### config.mk
export PLATFORM = sky130hd
export DESIGN_NAME = t08_wb_multi_master
export DESIGN_NICKNAME = d
export VERILOG_FILES = /design/src/rtl/t08_wb_multi_master.sv
export SDC_FILE = /design/constraint.sdc
export NUM_CORES = 1
export LEC_CHECK = 0
export ABC_AREA = 1
export BUFFER_PORTS_ARGS = -buffer_cell sky130_fd_sc_hd__buf_4
export CAP_MARGIN = 20
export CORE_AREA = 2 2 139 141
export DETAILED_ROUTE_END_ITERATION = 8
export DIE_AREA = 0 0 141 143
export PLACE_DENSITY = 0.62
export SLEW_MARGIN = 15
export SYNTH_ARGS = -nofsm -noshare
export SYNTH_HDL_FRONTEND = slang
export SYNTH_SLANG_ARGS = --single-unit
export TNS_END_PERCENT = 5
### constraint.sdc
create_clock -name clk -period 3 [get_ports clk]
set_clock_uncertainty 0.15 [all_clocks]
set_input_delay 0.15 -clock clk [delete_from_list [all_inputs] [get_ports clk]]
set_output_delay 0.15 -clock clk [all_outputs]
set_load 0.03 [all_outputs]
### src/rtl/t08_wb_multi_master.sv
// Round-robin Wishbone classic master serving NUM_CH requesters.
// Optional ack watchdog: define T08_WB_TIMEOUT_EN.
module t08_wb_multi_master #(
  parameter int NUM_CH         = 3,
  parameter int AW             = 32,
  parameter int TIMEOUT_CYCLES = 255
) (
  input  logic                 clk,
  input  logic                 rst,
  input  logic                 en,
  input  logic [NUM_CH-1:0]    req_read_i,
  input  logic [NUM_CH-1:0]    req_write_i,
  input  logic [NUM_CH*AW-1:0] req_adr_i,
  input  logic [NUM_CH*32-1:0] req_dat_i,
  input  logic [NUM_CH*4-1:0]  req_sel_i,
  output logic [31:0]          req_dat_o,
  output logic [NUM_CH-1:0]    req_done_o,
  output logic [NUM_CH-1:0]    req_busy_o,
  output logic [NUM_CH-1:0]    req_err_o,
  output logic [31:0]          wb_adr_o,
  output logic [31:0]          wb_dat_o,
  output logic [3:0]           wb_sel_o,
  output logic                 wb_we_o,
  output logic                 wb_stb_o,
  output logic                 wb_cyc_o,
  input  logic [31:0]          wb_dat_i,
  input  logic                 wb_ack_i
);

  localparam int PW = (NUM_CH > 1) ? $clog2(NUM_CH) : 1;
  localparam logic [NUM_CH-1:0] ONE = 1;

  typedef enum logic [1:0] {
    S_IDLE,
    S_BUS,
    S_DONE
  } state_t;

  state_t            state_q, state_d;
  logic [PW-1:0]     last_q, last_d;
  logic [PW-1:0]     gnt_q, gnt_d;
  logic [31:0]       adr_q, adr_d;
  logic [31:0]       dat_q, dat_d;
  logic [3:0]        sel_q, sel_d;
  logic              we_q, we_d;
  logic              stb_q, stb_d;
  logic [31:0]       rdat_q, rdat_d;
  logic [NUM_CH-1:0] done_q, done_d;
  logic [NUM_CH-1:0] busy_q, busy_d;
  logic [NUM_CH-1:0] err_q, err_d;

`ifdef T08_WB_TIMEOUT_EN
  logic [15:0]       cnt_q, cnt_d;
`endif

  logic [NUM_CH-1:0] reqv;
  logic              hit;
  logic [PW-1:0]     pick;
  logic [31:0]       pick_adr;
  int                idx;

  assign reqv = req_read_i | req_write_i;

  // First requester after the last grant, wrapping modulo NUM_CH.
  always_comb begin
    hit  = 1'b0;
    pick = '0;
    idx  = 0;
    for (int k = 1; k <= NUM_CH; k++) begin
      idx = (int'(last_q) + k) % NUM_CH;
      if (!hit && reqv[idx]) begin
        hit  = 1'b1;
        pick = PW'(idx);
      end
    end
  end

  always_comb begin
    pick_adr = '0;
    pick_adr[AW-1:0] = req_adr_i[int'(pick)*AW +: AW];
  end

  always_comb begin
    state_d = state_q;
    last_d  = last_q;
    gnt_d   = gnt_q;
    adr_d   = adr_q;
    dat_d   = dat_q;
    sel_d   = sel_q;
    we_d    = we_q;
    stb_d   = stb_q;
    rdat_d  = rdat_q;
    busy_d  = busy_q;
    done_d  = '0;
    err_d   = '0;
`ifdef T08_WB_TIMEOUT_EN
    cnt_d   = cnt_q;
`endif
    unique case (state_q)
      S_IDLE: begin
        if (en && hit) begin
          adr_d   = pick_adr;
          dat_d   = req_dat_i[int'(pick)*32 +: 32];
          sel_d   = req_sel_i[int'(pick)*4 +: 4];
          we_d    = req_write_i[pick];
          stb_d   = 1'b1;
          busy_d  = ONE << pick;
          last_d  = pick;
          gnt_d   = pick;
          state_d = S_BUS;
`ifdef T08_WB_TIMEOUT_EN
          cnt_d   = '0;
`endif
        end
      end
      S_BUS: begin
        if (wb_ack_i) begin
          stb_d   = 1'b0;
          we_d    = 1'b0;
          busy_d  = '0;
          done_d  = ONE << gnt_q;
          if (!we_q) rdat_d = wb_dat_i;
          state_d = S_DONE;
        end
`ifdef T08_WB_TIMEOUT_EN
        else if (cnt_q == 16'(TIMEOUT_CYCLES - 1)) begin
          stb_d   = 1'b0;
          we_d    = 1'b0;
          busy_d  = '0;
          done_d  = ONE << gnt_q;
          err_d   = ONE << gnt_q;
          rdat_d  = 32'hDEAD_BEEF;
          state_d = S_DONE;
        end else begin
          cnt_d = cnt_q + 16'd1;
        end
`endif
      end
      S_DONE: state_d = S_IDLE;
      default: state_d = S_IDLE;
    endcase
  end

  always_ff @(posedge clk) begin
    if (rst) begin
      state_q <= S_IDLE;
      last_q  <= PW'(NUM_CH - 1);
      gnt_q   <= '0;
      adr_q   <= '0;
      dat_q   <= '0;
      sel_q   <= '0;
      we_q    <= 1'b0;
      stb_q   <= 1'b0;
      rdat_q  <= '0;
      done_q  <= '0;
      busy_q  <= '0;
      err_q   <= '0;
`ifdef T08_WB_TIMEOUT_EN
      cnt_q   <= '0;
`endif
    end else begin
      state_q <= state_d;
      last_q  <= last_d;
      gnt_q   <= gnt_d;
      adr_q   <= adr_d;
      dat_q   <= dat_d;
      sel_q   <= sel_d;
      we_q    <= we_d;
      stb_q   <= stb_d;
      rdat_q  <= rdat_d;
      done_q  <= done_d;
      busy_q  <= busy_d;
      err_q   <= err_d;
`ifdef T08_WB_TIMEOUT_EN
      cnt_q   <= cnt_d;
`endif
    end
  end

  assign wb_adr_o   = adr_q;
  assign wb_dat_o   = dat_q;
  assign wb_sel_o   = sel_q;
  assign wb_we_o    = we_q;
  assign wb_stb_o   = stb_q;
  assign wb_cyc_o   = stb_q;
  assign req_dat_o  = rdat_q;
  assign req_done_o = done_q;
  assign req_busy_o = busy_q;
  assign req_err_o  = err_q;

endmodule

==> Word level (Yosys, flattened, before mapping) <==
Index checks and enable logic that the tools add are counted.
{ "totals": {"ff_bits": 114, "inputBits": 246, "out_inout_bits": 112, "word_cells": 73} }
{ "classes": {"n_addsub": 3, "div_mod_pow": 3, "magnitude_cmp": 4, "n_eq_ne": 3, "shift": 5, "n_mux": 28, "n_bitwise": 4, "reduce_logical": 12} }
{ "op_table": {"columns": ["op", "n"], "rows": [
  ["96-bit by 8-bit indexed part select with 32-bit output", 2],
  ["32-bit by 4-bit less-than comparator with 1-bit output, second input constant", 3],
  ["32-bit by 3-bit remainder unit with 32-bit output, second input constant", 3],
  ["1-bit 2-to-1 mux", 13],
  ["12-bit by 5-bit indexed part select with 4-bit output", 1],
  ["2-bit 2-to-1 mux", 5],
  ["1-bit binary-select mux with 2-bit select", 4],
  ["2-bit by 2-bit adder with 3-bit output, second input constant", 2],
  ["3-bit 2-to-1 mux", 2],
  ["3-bit case mux with 2 select lines", 1],
  ["3-bit AND reduction", 2],
  ["1-bit by 2-bit << shifter with 3-bit output, first input constant", 2],
  ["2-bit inequality test, second input constant", 2],
  ["1-bit case mux with 2 select lines", 2],
  ["2-bit case mux with 2 select lines", 1],
  ["2-bit AND reduction", 2],
  ["2-bit by 1-bit adder with 3-bit output, second input constant", 1],
  ["1-bit logical AND", 3],
  ["2-bit by 3-bit less-than comparator with 1-bit output, second input constant", 1],
  ["1-bit NOT", 3],
  ["3-bit OR", 1],
  ["3-bit OR reduction", 1],
  ["2-bit by 1-bit equality test with 1-bit output, second input constant", 1],
  ["1-bit zero test", 2],
  ["other kinds (2)", 2]
]} }

==> Depth between registers and ports, before layout <==
Gate-level depths: netlist of the first run.
{ "depth": {"word_depth": 16, "mapped_depth": 18, "mapped_depth_nobuf": 17} }

==> Worst setup path after synthesis of the first run <==
No wires, ideal clock.
{ "synth_path": {"path_type": "reg-to-reg", "startpoint": "register last_q[1]", "endpoint": "register adr_q[18] (netlist: wb_adr_o[18])", "setup_time_ns": 0.130, "arrival_ns": 1.984, "required_time_ns": 2.720, "setup_slack_ns": 0.735, "path_stages_with_launch": 14, "n_path_buf": 1, "synth_period_minus_slack_ns": 2.265, "cell_sequence": "dfxtp_1 inv_1 ha_1 inv_1 nor2_1 nand2_1 nand3_1 nor2_1 nand3_1 nand2_2 buf_1 nand2_1 nand3_1 a31oi_1"} }
{ "synth_between": {"elab_chain_cells": 14, "word_cells_on_any_way": 28, "classes_between": "add/sub (3); div (3); shift (1); mux (15); reduce/logical (6)"} }
{ "synth_lines": {"columns": ["element", "line_no", "text"], "rows": [
  ["from (decl)", "40", "logic [PW-1:0] last_q, last_d;"],
  ["from (signal assigned)", "147", "last_q <= PW'(NUM_CH - 1);"],
  ["from (signal assigned)", "163", "last_q <= last_d;"],
  ["parallel branches: the longest is 14 deep, another holds 32-bit by 3-bit remainder unit with 32-bit output", null, null],
  ["to (signal assigned)", "165", "adr_q <= adr_d;"],
  ["to (decl)", "42", "logic [31:0] adr_q, adr_d;"]
]} }
Several ways; the timed one is not identified. The select of a mux whose other input is x is not followed.
A chain may end at the register's enable or synchronous reset.

==> Worst setup path in the final report of the first run <==
{ "layout_path": {"startpoint": "register last_q[1]", "endpoint": "register dat_q[28] (netlist: wb_dat_o[28])"} }
{ "layout_between": {"elab_chain_cells": 14, "word_cells_on_any_way": 28, "classes_between": "add/sub (3); div (3); shift (1); mux (15); reduce/logical (6)"} }
{ "layout_lines": {"columns": ["element", "line_no", "text"], "rows": [
  ["parallel branches: the longest is 14 deep, another holds 32-bit by 3-bit remainder unit with 32-bit output", null, null],
  ["to (signal assigned)", "166", "dat_q <= dat_d;"],
  ["to (decl)", "43", "logic [31:0] dat_q, dat_d;"]
]} }
Several ways; the timed one is not identified. The select of a mux whose other input is x is not followed.

==> metrics.md, run 1 <==
| Metric | Value |
|---|---|
| Multi-input logic area | 3130 sq um |
| Crit path cell chain | inv_1 > ha_2 > inv_1 > nor2_1 > nand2_1 > nand2_1 > nor2_4 > nand3_1 > nand3_2 > nand2_8 > buf_6 > nand3_1 > dlygate4sd3_1 > a31oi_1 |
| RePlAce Congestion | 0.853 |
| Pleak | 6.07 nW |
| Worst-skew pair later-pin latency | 0.40 ns |
| Routed WL | 27,200 um |
| Req. time, crit path | 3.18 ns |
| Period utilization | 90.9% |
| TritonCTS buffer count | 17 |
| Yosys warning total | 0 |
| DR vias/cell | 4.86 |
| Largest cells by area after synthesis | dfxtp_1 (37%), nand2_1 (14%), nand3_1 (11%) |
| Fill cell count | 1,665 |
| Die Y | 143 um |
| Highest clock rate | 0.367 GHz |
| Final setup fails | 0 |
| Grt ovf | 0 |
| Drt drc | 0 |
| Max Root-Sink Buffers | 2 |
| CP Launch Type | register |
| Avg Inst Size Synth | 6.21 sq um |
| RSZ-0062 raised after global routing | no |
| # clock sinks | 113 |
| CP max stage delay | 0.56 ns |
| Die X | 141 um |
| I/O pin cnt | 358 |
| Row cnt | 50 |
| Final Hold Vio Count | 0 |
| # H-tree levels | 4 |
| Hold Crit Class | primary input to register |
| Post-Syn Instances | 995 |
| Pins Over Slew Limit | 0 |
| DR vias | 8,538 |
| Crit path time final | 2.73 ns |
| Initial Util | 33.3% |
| Layout area overhead | 86.9% |
| Initial DRT Pass Iterations | 5 |
| Slew margin rel. | 37.0% |
| Max Cap Viol | 0 |
| WL per Instance | 15.5 um |
| Seq. cell area | 2260 sq um |
| Setup CP Type | register to register |
| Register area share after synthesis | 36.6% |
| Hpwl dp | 16,800 um |
| Core Footprint | 18,600 sq um |
| Crit Path Max Fanout | 14 |
| Die Area | 20,200 sq um |
| Initial antenna violation count | 0 |
| Clock slew at reported path FFs | 0.05 ns |
| Outcome | finished, final reports clean |
| Setup tns final | 0 ns |
| Maximum number of pins on one net before global-route repair | 70 |
| DR iter-0 viols | 421 |
| Cell variety after synth | 29 |
| Clock root buffer | clkbuf_16 |
| Slew @ Worst Pin | 0.944 ns |
| Post-route ant nets | 0 |
| Vias in the first global route | 8,463 |
| Peak VDD IR | 0.434 mV |
| Cell taking the most area after synthesis | dfxtp_1 |
| Post-Syn Area | 6180 sq um |
| Power density over cell area | 629 nW/um^2 |
| Data arrival time of the worst path | 2.90 ns |
| Yosys reg bits | 113 |
| Fraction of layout cells with a size suffix above 1 | 28.0% |
| Global-route wire length before repair | 41,700 um |
| Post-synth top area share | 36.6% |
| Pwr Total | 7.27 mW |
| Crit. End Element | register |
| Global-route usage over all layers | 25.8% |
| IO Port Bufs | 354 |
| CTS tree | done |
| # diodes | 0 |
| Final #Nets | 1,759 |
| CP max stage cell | dlygate4sd3_1 |
| Hold Slack | 0.00657 ns |
[stage by stage]
stage	worst slack (ns)	cell area, sq um	cells	utilization [%]
CTS	0.0446	11400	1752	61.6
finish	0.274	11600	1757	62.2
floorplan	0.735	6190	997	-
detailed placement	0.348	8980	1532	48.3
global placement	0.379	8980	1532	48.3
global route	0.0126	11600	1757	62.2
[area by class of cell]
class                   instances  share of cell area [%]
repair buffers                566                    41.7
multi-input cells             688                    27.1
flip-flops and latches        113                    19.6
inverters                     124                    4.04
clock buffers                  20                    3.86
well taps                     234                    2.53
clock inverters                12                    1.16
[where the power goes]
group          internal, mW  switching (mW)
logic                  1.35            2.05
registers              1.75           0.131
clock network          1.25           0.745
total                  4.35            2.92
[critical path, delay by kind of cell (launching register included)]
family | cells | cell delay [ns]
buffers and inverters | 4 | 0.87
and+or+nand+nor | 8 | 0.78
adders and majority gates | 1 | 0.37
DFF | 1 | 0.33
AOI/OAI and AO/OA | 1 | 0.13
[worst paths after layout]
path	slack [ns]	cells after the start	start	endpoint
setup / recovery	0.27	14	last_q[1]	wb_dat_o[28]
hold / removal	0.007	5	req_adr_i[2]	wb_adr_o[2]
setup reg to reg	0.27	14	last_q[1]	wb_dat_o[28]
hold reg to reg	0.32	2	req_busy_o[2]	req_busy_o[2]
[cell families (layout without fill, tap and decap cells)]
| family | count (synthesis) | in the layout | share of synthesized area, % |
|---|---|---|---|
| buffers and inverters | 196 | 722 | 13.4 |
| and+or+nand+nor | 572 | 572 | 39.6 |
| AOI/OAI and AO/OA | 110 | 110 | 9.83 |
| other | 1 | 3 | 0.0606 |
| DFF | 113 | 113 | 36.6 |
| adders and majority gates | 3 | 3 | 0.607 |
[cell usage after synthesis (all sizes together)]
cell type  number
nand4          23
a31oi          33
ha              3
nor3b           1
a21oi           7
o21ai          68
buf            39
dfxtp         113
nor2          168
a211oi          1
nand3         137
clkbuf         33
conb            1
nand3b          6
nand2         235
inv           124
o211ai          1
nor4            1
nor3            1
[layer usage]
layer	global-route usage (%)	up-vias	share of wire (%)
met1	29.8	3891	40
met3	6.30	86	6.7
met2	44.5	379	49
met4	13.2	0	4.4
met5	0	-	0
li1	-	4182	-
[flip-flops by register name, indices dropped and copies added (netlist names)]
register and cells:
wb_dat_o 32, req_dat_o 32, gnt_q 1, wb_cyc_o 1, wb_adr_o 32, req_busy_o 3
state_q 2, wb_we_o 1, wb_sel_o 4, last_q 2, req_done_o 3
[what timing repair did]
action,4_1_cts,5_1_grt
hold buffers,188,0
endpoints found under the hold margin,105,0
resized for setup,0,10
endpoints found under the setup margin,0,3
setup buffers,0,3
[placed cells by master, fill, tap and decap left out, types with 2 or more instances in the layout]
cell,instances
nor2_4,2
dlygate4sd3_1,188
dfxtp_1,112
clkinv_2,3
a21oi_1,6
inv_1,119
nand3b_1,6
conb_1,3
nand2_2,2
buf_4,370
inv_6,2
o21ai_0,64
nor2_1,165
clkinvlp_4,5
ha_1,2
nand3_1,134
nand4_1,23
a31oi_1,33
buf_12,5
clkbuf_16,19
inv_2,4
nand3_2,2
clkbuf_1,2
o21ai_1,4
nand2_1,231
bufinv_16,2
Power figures use the tool's default switching activity.
==> inputs of run 2 (changes only) <==
--- a/config.mk
+++ b/config.mk
@@ -8,10 +8,11 @@
 export ABC_AREA = 1
 export BUFFER_PORTS_ARGS = -buffer_cell sky130_fd_sc_hd__buf_4
 export CAP_MARGIN = 20
-export CORE_AREA = 2 2 139 141
+export CORE_ASPECT_RATIO = 0.75
+export CORE_MARGIN = 8
+export CORE_UTILIZATION = 45
 export DETAILED_ROUTE_END_ITERATION = 8
-export DIE_AREA = 0 0 141 143
-export PLACE_DENSITY = 0.62
+export PLACE_DENSITY = 0.81
 export SLEW_MARGIN = 15
 export SYNTH_ARGS = -nofsm -noshare
 export SYNTH_HDL_FRONTEND = slang
==> constraint.sdc (replaced) <==
create_clock -name clk -period 2.78 [get_ports clk]
set_clock_uncertainty 0.15 [all_clocks]
set_input_delay 0.139 -clock clk [delete_from_list [all_inputs] [get_ports clk]]
set_output_delay 0.139 -clock clk [all_outputs]
set_load 0.03 [all_outputs]
==> run 2 against run 1 <==
  * Maximum frequency increased by 4.0%
  * Via count grew 11%
  * Register-to-register slack lost 0.11 ns
  * First-iteration DRC count increased by 93%
  * Critical endpoint is now state_q[0]
  * Largest power group unchanged
==> metrics.md, run 2 (synthesis results as in run 1) <==
| Metric | Value |
|---|---|
| # H-tree levels | 4 |
| CTS tree | done |
| Final #Nets | 1,765 |
| Crit path time final | 2.62 ns |
| I/O pin cnt | 358 |
| DR vias | 9,436 |
| Period utilization | 94.3% |
| Crit path cell chain | inv_1 > ha_2 > nor2_1 > nand2_1 > nand2_1 > nor2_4 > nand3_1 > nand2_2 > buf_6 > a21oi_1 > dlygate4sd3_1 |
| Req. time, crit path | 2.92 ns |
| # clock sinks | 113 |
| Pwr Total | 7.98 mW |
| Post-route ant nets | 0 |
| Die X | 151 um |
| Layout area overhead | 86.6% |
| DR vias/cell | 5.51 |
| Fraction of layout cells with a size suffix above 1 | 27.9% |
| Highest clock rate | 0.382 GHz |
| Power density over cell area | 692 nW/um^2 |
| TritonCTS buffer count | 17 |
| DR iter-0 viols | 812 |
| Pins Over Slew Limit | 0 |
| Critical path's top delay family | buffers and inverters |
| Crit. End Element | register |
| Pleak | 6.08 nW |
| Fill cell count | 695 |
| Worst-skew pair later-pin latency | 0.41 ns |
| Global-route wire length before repair | 51,000 um |
| Grt ovf | 0 |
| Commonest non-fill, non-tap cells in the layout | buf_4 (367), nand2_1 (230), dlygate4sd3_1 (196), nor2_1 (166), nand3_1 (134) |
| WL per Instance | 19.6 um |
| Max Cap Viol | 0 |
| Core Footprint | 13,600 sq um |
| Final setup fails | 0 |
| Die Y | 118 um |
| CP Buf/Inv Count | 3 |
| Hpwl dp | 18,300 um |
| CP max stage cell | dlygate4sd3_1 |
| Final instance area | 11,500 sq um |
| Maximum number of pins on one net before global-route repair | 70 |
| Initial antenna violation count | 7 |
| Slew @ Worst Pin | 1.00 ns |
| Clock slew at reported path FFs | 0.06 ns |
| Drt drc | 0 |
| Setup CP Type | register to register |
| IO Port Bufs | 354 |
| Commonest non-fill, non-tap cell in the layout | buf_4 |
| CP max stage delay | 0.57 ns |
| Max Root-Sink Buffers | 2 |
| Global-route usage over all layers | 35.9% |
| CP most frequent cell | nand2_1 |
| Clock root buffer | clkbuf_16 |
| Area after DPL | 8900 sq um |
| Peak VDD IR | 0.515 mV |
| RePlAce Congestion | 0.912 |
| Vias in the first global route | 9,766 |
| Setup WS pre-CTS | 0.155 ns |
| Worst Slack Setup Final | 0.159 ns |
| Die Area | 17,800 sq um |
| Data arrival time of the worst path | 2.76 ns |
| Row cnt | 37 |
| Initial Util | 45.6% |
| CP Launch Type | register |
| Outcome | finished, final reports clean |
| Slew margin rel. | 33.2% |
| Initial DRT Pass Iterations | 5 |
| Hold Crit Class | primary input to register |
| Routed WL | 33,500 um |
| Crit Path Max Fanout | 13 |
| Final Util | 85.1% |
| Final Hold Vio Count | 0 |
[run 2: cell count changes in the layout (fill, tap and decap cells not counted), moves of 2 or more]
cell / delta
clkbuf_1: -2
buf_6: +2
clkinv_2: -2
diode_2: +7
nand2_2: +2
buf_4: -3
dlygate4sd3_1: +8
clkbuf_16: -2
inv_6: +5
[run 2: repair_timing]
item	4_1_cts	5_1_grt
resized for setup	0	8
buffers inserted	0	3
endpoints found under the hold margin	108	0
hold buffers	196	0
setup endpoints to repair	0	72
[run 2: routing by layer]
| metal | wire length [um] | track usage [%] | vias to the layer above |
|---|---|---|---|
| met5 | 0 | 0 | - |
| met3 | 4250 | 12.4 | 222 |
| met2 | 15500 | 58.0 | 807 |
| met1 | 11100 | 37.2 | 4210 |
| met4 | 2640 | 28.7 | 0 |
| li1 | - | - | 4197 |
[run 2: layout make-up]
| type | count | area [sq um] | share of cell area (%) |
|---|---|---|---|
| Inverter | 124 | 465 | 4.03 |
| Clock inverter | 15 | 146 | 1.27 |
| Multi-Input combinational cell | 688 | 3130 | 27.1 |
| Timing Repair Buffer | 572 | 4870 | 42.2 |
| Antenna cell | 7 | 17.5 | 0.152 |
| Clock buffer | 17 | 425 | 3.69 |
| Tap cell | 175 | 219 | 1.90 |
| Sequential cell | 113 | 2260 | 19.6 |
[run 2: path summary, 6_finish.rpt]
| check | slack [ns] | cells after the start | from | end |
|---|---|---|---|---|
| setup / recovery | 0.16 | 11 | last_q[1] | state_q[0] |
| hold / removal | 0.02 | 5 | req_sel_i[5] | wb_sel_o[1] |
| setup reg to reg | 0.16 | 11 | last_q[1] | state_q[0] |
| hold reg to reg | 0.32 | 2 | req_busy_o[1] | req_busy_o[1] |
[run 2: power by group]
group          leakage, nW  internal (mW)  switching (mW)
combinational         4.88           1.42            2.40
sequential           0.929           1.89           0.157
clock                0.270           1.25           0.864
[run 2: worst register-to-register path, stage by stage, from the launching register on]
cell	delay, ns
dfxtp_1	0.32
inv_1	0.07
ha_2	0.38
nor2_1	0.06
nand2_1	0.14
nand2_1	0.11
nor2_4	0.13
nand3_1	0.10
nand2_2	0.19
buf_6	0.20
a21oi_1	0.08
dlygate4sd3_1	0.57
[run 2: per-stage QoR]
stage / cells / TNS [ns] / hold WS (ns)
after floorplan: 997 / 0 / 0.124
after global placement: 1473 / 0 / 0.208
after detailed placement: 1473 / 0 / 0.218
after CTS: 1701 / 0 / 0.000476
after global routing: 1711 / -0.0289 / 0.0137
final: 1711 / 0 / 0.0171
